<file path="src/rtl/alu_seq.sv">
// alu_seq: registered ALU with iterative shift-add multiplier.
//   Opcodes (sel): 00 MUL, 01 SUB, 10 AND, 11 XOR. B is zero-extended to
//   WIDTH_A for SUB/AND/XOR. SUB/AND/XOR finish at the accept edge; MUL
//   iterates one bit of B per cycle for WIDTH_B cycles.
//
// Ports:
//   clk            system clock, rising edge
//   rst_n          asynchronous active-low reset
//   start          request, sampled only while idle
//   A [WIDTH_A]    operand A, captured on accept
//   B [WIDTH_B]    operand B, captured on accept
//   sel [2]        opcode, captured on accept
//   busy           high while a MUL is iterating
//   done           one-cycle pulse after Y/flags are written
//   Y [WIDTH_A]    registered result
//   Z, N, C, V     registered zero / negative / carry-borrow / overflow flags
//
// state  | meaning
// -------+-----------------------------------------------------------
// S_IDLE | ready; accepts start, single-cycle ops complete here
// S_MUL  | multiplier iterating over bits of the captured B
module alu_seq #(
    parameter int WIDTH_A = 4,
    parameter int WIDTH_B = 2
) (
    input  logic               clk,
    input  logic               rst_n,
    input  logic               start,
    input  logic [WIDTH_A-1:0] A,
    input  logic [WIDTH_B-1:0] B,
    input  logic [1:0]         sel,
    output logic               busy,
    output logic               done,
    output logic [WIDTH_A-1:0] Y,
    output logic               Z,
    output logic               N,
    output logic               C,
    output logic               V
);
    localparam int PW = WIDTH_A + WIDTH_B;
    localparam int CW = (WIDTH_B > 1) ? $clog2(WIDTH_B) : 1;
    localparam logic [CW-1:0] CNT_LAST = CW'(WIDTH_B - 1);

    localparam logic [1:0] OP_MUL = 2'b00;
    localparam logic [1:0] OP_SUB = 2'b01;
    localparam logic [1:0] OP_AND = 2'b10;
    localparam logic [1:0] OP_XOR = 2'b11;

    typedef enum logic {
        S_IDLE = 1'b0,
        S_MUL  = 1'b1
    } state_t;

    state_t             state_q, state_d;
    logic [WIDTH_A-1:0] a_q, a_d;
    logic [WIDTH_B-1:0] b_q, b_d;
    logic [CW-1:0]      cnt_q, cnt_d;
    logic [PW-1:0]      p_q, p_d;
    logic [WIDTH_A-1:0] y_q, y_d;
    logic               z_q, z_d, n_q, n_d, c_q, c_d, v_q, v_d;
    logic               done_q, done_d;

    logic [WIDTH_A-1:0] b_ext;
    logic [WIDTH_A:0]   diff;
    logic [WIDTH_B-1:0] b_shift;
    logic [PW-1:0]      addend;
    logic [PW-1:0]      p_sum;

    logic               wr;
    logic [WIDTH_A-1:0] res_y;
    logic               res_c, res_v;

    assign b_ext = WIDTH_A'(B);
    // Extra MSB of the difference is the unsigned borrow.
    assign diff  = {1'b0, A} - {1'b0, b_ext};

    // Partial product for the current bit of the captured B.
    assign b_shift = b_q >> cnt_q;
    assign addend  = b_shift[0] ? (PW'(a_q) << cnt_q) : '0;
    assign p_sum   = p_q + addend;

    always_comb begin
        state_d = state_q;
        a_d     = a_q;
        b_d     = b_q;
        cnt_d   = cnt_q;
        p_d     = p_q;
        y_d     = y_q;
        z_d     = z_q;
        n_d     = n_q;
        c_d     = c_q;
        v_d     = v_q;
        done_d  = 1'b0;
        wr      = 1'b0;
        res_y   = '0;
        res_c   = 1'b0;
        res_v   = 1'b0;

        case (state_q)
            S_IDLE: begin
                if (start) begin
                    a_d = A;
                    b_d = B;
                    case (sel)
                        OP_MUL: begin
                            state_d = S_MUL;
                            cnt_d   = '0;
                            p_d     = '0;
                        end
                        OP_SUB: begin
                            wr    = 1'b1;
                            res_y = diff[WIDTH_A-1:0];
                            res_c = diff[WIDTH_A];
                            res_v = (A[WIDTH_A-1] != b_ext[WIDTH_A-1]) &&
                                    (diff[WIDTH_A-1] != A[WIDTH_A-1]);
                        end
                        OP_AND: begin
                            wr    = 1'b1;
                            res_y = A & b_ext;
                        end
                        OP_XOR: begin
                            wr    = 1'b1;
                            res_y = A ^ b_ext;
                        end
                        default: ;
                    endcase
                end
            end
            S_MUL: begin
                p_d   = p_sum;
                cnt_d = cnt_q + CW'(1);
                if (cnt_q == CNT_LAST) begin
                    state_d = S_IDLE;
                    cnt_d   = '0;
                    wr      = 1'b1;
                    res_y   = p_sum[WIDTH_A-1:0];
                    // Any bit above the result width means the product was truncated.
                    res_c   = |p_sum[PW-1:WIDTH_A];
                end
            end
            default: state_d = S_IDLE;
        endcase

        if (wr) begin
            y_d    = res_y;
            z_d    = (res_y == '0);
            n_d    = res_y[WIDTH_A-1];
            c_d    = res_c;
            v_d    = res_v;
            done_d = 1'b1;
        end
    end

    always_ff @(posedge clk or negedge rst_n) begin
        if (!rst_n) begin
            state_q <= S_IDLE;
            a_q     <= '0;
            b_q     <= '0;
            cnt_q   <= '0;
            p_q     <= '0;
            y_q     <= '0;
            z_q     <= 1'b0;
            n_q     <= 1'b0;
            c_q     <= 1'b0;
            v_q     <= 1'b0;
            done_q  <= 1'b0;
        end else begin
            state_q <= state_d;
            a_q     <= a_d;
            b_q     <= b_d;
            cnt_q   <= cnt_d;
            p_q     <= p_d;
            y_q     <= y_d;
            z_q     <= z_d;
            n_q     <= n_d;
            c_q     <= c_d;
            v_q     <= v_d;
            done_q  <= done_d;
        end
    end

    assign busy = (state_q == S_MUL);
    assign done = done_q;
    assign Y    = y_q;
    assign Z    = z_q;
    assign N    = n_q;
    assign C    = c_q;
    assign V    = v_q;
endmodule

</file>
<file path="config.mk">
export PLATFORM = sky130hd
export DESIGN_NAME = alu_seq
export DESIGN_NICKNAME = d
export VERILOG_FILES = /design/src/rtl/alu_seq.sv
export SDC_FILE = /design/constraint.sdc
export NUM_CORES = 1
export LEC_CHECK = 0
export ABC_AREA = 1
export ABC_CLOCK_PERIOD_IN_PS = 2700
export CORE_MARGIN = 2
export CORE_UTILIZATION = 53
export CTS_CLUSTER_SIZE = 8
export DETAILED_ROUTE_END_ITERATION = 6
export GPL_TIMING_DRIVEN = 1
export PLACE_DENSITY_LB_ADDON = 0.25
export SYNTH_ARGS = -nofsm -noshare
export SYNTH_HDL_FRONTEND = slang
export SYNTH_SLANG_ARGS = --single-unit
</file>
<file path="constraint.sdc">
create_clock -name clk -period 2.7 [get_ports clk]
set_clock_uncertainty 0.15 [all_clocks]
set_input_delay 0.27 -clock clk [delete_from_list [all_inputs] [get_ports clk]]
set_output_delay 0.27 -clock clk [all_outputs]
set_load 0.01 [all_outputs]
</file>
==> results.sh <==
export IMPL_outcome="completed"
export IMPL_track_usage=0.217
export IMPL_cts_sinks=22
export IMPL_syn_area_per_cell_um2=7.78
export IMPL_h_tree_depth=1
export IMPL_synth_distinct_cells=26
export IMPL_synth_seq_cells=22
export IMPL_finalPower_mw=1.67
export IMPL_gp_congestion=0.927
export IMPL_postRouteAntennaNets=0
export IMPL_gr_total_overflow=0
export IMPL_drv_slew=0
export IMPL_synthCells=184
export IMPL_antennaDiodeCount=0
export IMPL_cts_buffers=3
export IMPL_drive_gt1_frac=0.0631
export IMPL_end_kind="register"
export IMPL_tightest_slew_ps=442
export IMPL_cts_hold_buf=0
export IMPL_drc_errors=0
export IMPL_fmax_mhz=434
export IMPL_design_core_area_mm2=0.00252
export IMPL_placement_io_buffers=20
export IMPL_drt_iter0_drc=53
export IMPL_grt_pass1_vias=1219
export IMPL_grt_max_degree=23
export IMPL_viasPerCell=5.26
export IMPL_ctsResizeCount=0
export IMPL_finalNonFillerCells=236
export IMPL_clock_root_buffer="clkbuf_4"
export IMPL_setup_viol=0
export IMPL_hold_class="in2async"
export IMPL_finalCriticalPeriod_ps=2300
export IMPL_fin_crit_sh=0.853
export IMPL_hold_viol=0
export IMPL_critPathLaunch="cnt_q"
export IMPL_worstSetupPathType="reg2reg"
export IMPL_cap_violations=0
export IMPL_dp_cells=232
export IMPL_ctsLongestPathBuffers=2
export IMPL_ys_warn_count=0
export IMPL_start_util=0.567
export IMPL_ys_seq_area_frac=0.385
export IMPL_area_delta_synth_final_pct=19.1
export IMPL_clk_pin_slew_worst_paths_ps=130
export IMPL_drt_wl_total_um=2970
export IMPL_p_per_area_mw_per_mm2=978
export IMPL_clkLatencyLatePin_ps=310
export IMPL_wire_per_inst_um=12.6
export IMPL_reg2reg_to="Z"
export IMPL_crit_path_start_kind="register"
export IMPL_hpwl_um=2430
export IMPL_ff2ff_path_depth=9
export IMPL_antenna_found_initial=0
export IMPL_tritoncts="yes"
export IMPL_rrSetupSlack_ps=400
export IMPL_ioPinCount=21
export IMPL_grt_setup_unrepaired="no"
export IMPL_die_w_um=56.0
export IMPL_ir_drop_mv=0.745
export IMPL_cp_required_ps=2760
export IMPL_post_cts_setup_buffer_count=0
export IMPL_std_cell_rows=18
export IMPL_vias=1242
export IMPL_nets=230
export IMPL_fin_tns_setup_ps=0
export IMPL_critPathMaxFanout=8
export IMPL_synthesis_area_mm2=0.00143
export IMPL_dieHeight_um=56.0
export IMPL_p_leak_nw=0.907
export IMPL_relSlewSlack=0.705
export IMPL_grt_pass1_wl_um=5310
export IMPL_die_area_mm2=0.00313
export IMPL_timing_rr_start="cnt_q"
export IMPL_synth_nets=207
export IMPL_worst_ep_arrival_time_ps=2360
export IMPL_drt_pass1_iterations=4
[layout make-up]
cell class              instances  area, µm²
clock buffers                   3       22.5
clock inverters                 1       30.0
fillers                       220        817
inverters                      33        136
multi-input cells             126        721
flip-flops and latches         22        551
well taps                      30       37.5
repair buffers                 21        208
[logic make-up (layout without fill, tap and decap cells)]
logic type               count (synthesis)  in the layout  synth area share
AND/OR/NAND/NOR                         85             85             0.260
XOR/XNOR                                 1              1           0.00612
adder cells (fa/ha/maj)                 12             12             0.115
AO/OA/AOI/OAI                           28             28             0.122
flip-flops                              22             22             0.385
buffers and inverters                   36             58             0.112
[where the power goes]
| part | leakage (nW) | switching [mW] | internal [mW] |
|---|---|---|---|
| clock network | 0.0279 | 0.103 | 0.150 |
| registers | 0.278 | 0.120 | 0.471 |
| logic | 0.601 | 0.463 | 0.361 |
| total | 0.907 | 0.685 | 0.983 |
[synthesized netlist by cell type]
master | n | area share
o21bai_1 | 1 | 0.0052
a21oi_1 | 3 | 0.010
nand4_1 | 1 | 0.0044
dfrtp_1 | 22 | 0.38
nor2_1 | 10 | 0.026
a31oi_1 | 1 | 0.0044
xor2_1 | 1 | 0.0061
and3_1 | 1 | 0.0044
nor2_2 | 2 | 0.0087
a22o_2 | 2 | 0.014
buf_2 | 1 | 0.0035
buf_6 | 1 | 0.0079
inv_1 | 32 | 0.084
nand2_1 | 47 | 0.12
nor3_1 | 3 | 0.010
ha_1 | 10 | 0.087
o21a_1 | 1 | 0.0052
nand3_1 | 17 | 0.059
fa_1 | 2 | 0.028
nand3b_1 | 3 | 0.016
o21bai_2 | 1 | 0.0079
nand2_4 | 1 | 0.0079
clkinv_8 | 1 | 0.011
o21ai_0 | 18 | 0.063
o21ai_4 | 1 | 0.011
buf_4 | 1 | 0.0052
[metrics by stage]
stage | hold slack, ps | util | worst slack [ps] | area (µm²)
after floorplan | -176 | - | 701 | 1430
after global placement | 330 | 0.655 | 367 | 1650
after detailed placement | 342 | 0.655 | 331 | 1650
after CTS | 138 | 0.676 | 420 | 1710
after global routing | 144 | 0.676 | 304 | 1710
final | 141 | 0.676 | 397 | 1710
[worst max-delay path, stage by stage, from the launching register on]
cell	delay, ps
dfrtp_1	480
inv_1	150
and3_1	170
ha_1	230
fa_1	500
inv_1	70
nor3_1	230
a21oi_1	100
nand2_1	90
o21bai_2	50
[per-layer routing]
metal	part of all wire	GRT usage
met3	0.031	0.0233
met2	0.49	0.370
met5	0	0
met4	0.023	0.0952
met1	0.45	0.277
[cells in the final DEF, fill, tap and decap left out]
cell	synthesis	routed
nand3_1	17	17
o21ai_4	1	1
inv_1	32	32
and3_1	1	1
buf_4	1	1
clkbuf_4	0	3
nor3_1	3	3
nand3b_1	3	3
nand4_1	1	1
o21bai_1	1	1
a31oi_1	1	1
nand2_4	1	1
nor2_1	10	10
ha_1	10	10
dfrtp_1	22	22
a22o_2	2	2
clkdlybuf4s50_1	0	20
xor2_1	1	1
nand2_1	47	47
o21bai_2	1	1
a21oi_1	3	3
o21a_1	1	1
fa_1	2	2
nor2_2	2	2
o21ai_0	18	18
bufinv_16	0	1
clkinv_8	1	1
[state kept, by name, indices dropped and copies added (netlist names)]
name   flops
a_q        4
p_q        6
V          1
Z          1
cnt_q      1
busy       1
Y          4
C          1
b_q        2
done       1
[worst max path at each step]
| stage | endpoint | slack (ps) | depth (start not counted) |
|---|---|---|---|
| 6_report | Z | 400 | 9 |
| 3_5_place_dp | Z | 330 | 12 |
| 4_1_cts | Z | 420 | 9 |
| 3_3_place_gp | Z | 370 | 12 |
| 5_1_grt | Z | 300 | 9 |
| 2_1_floorplan | Z | 700 | 10 |
Power figures use the tool's default switching activity.
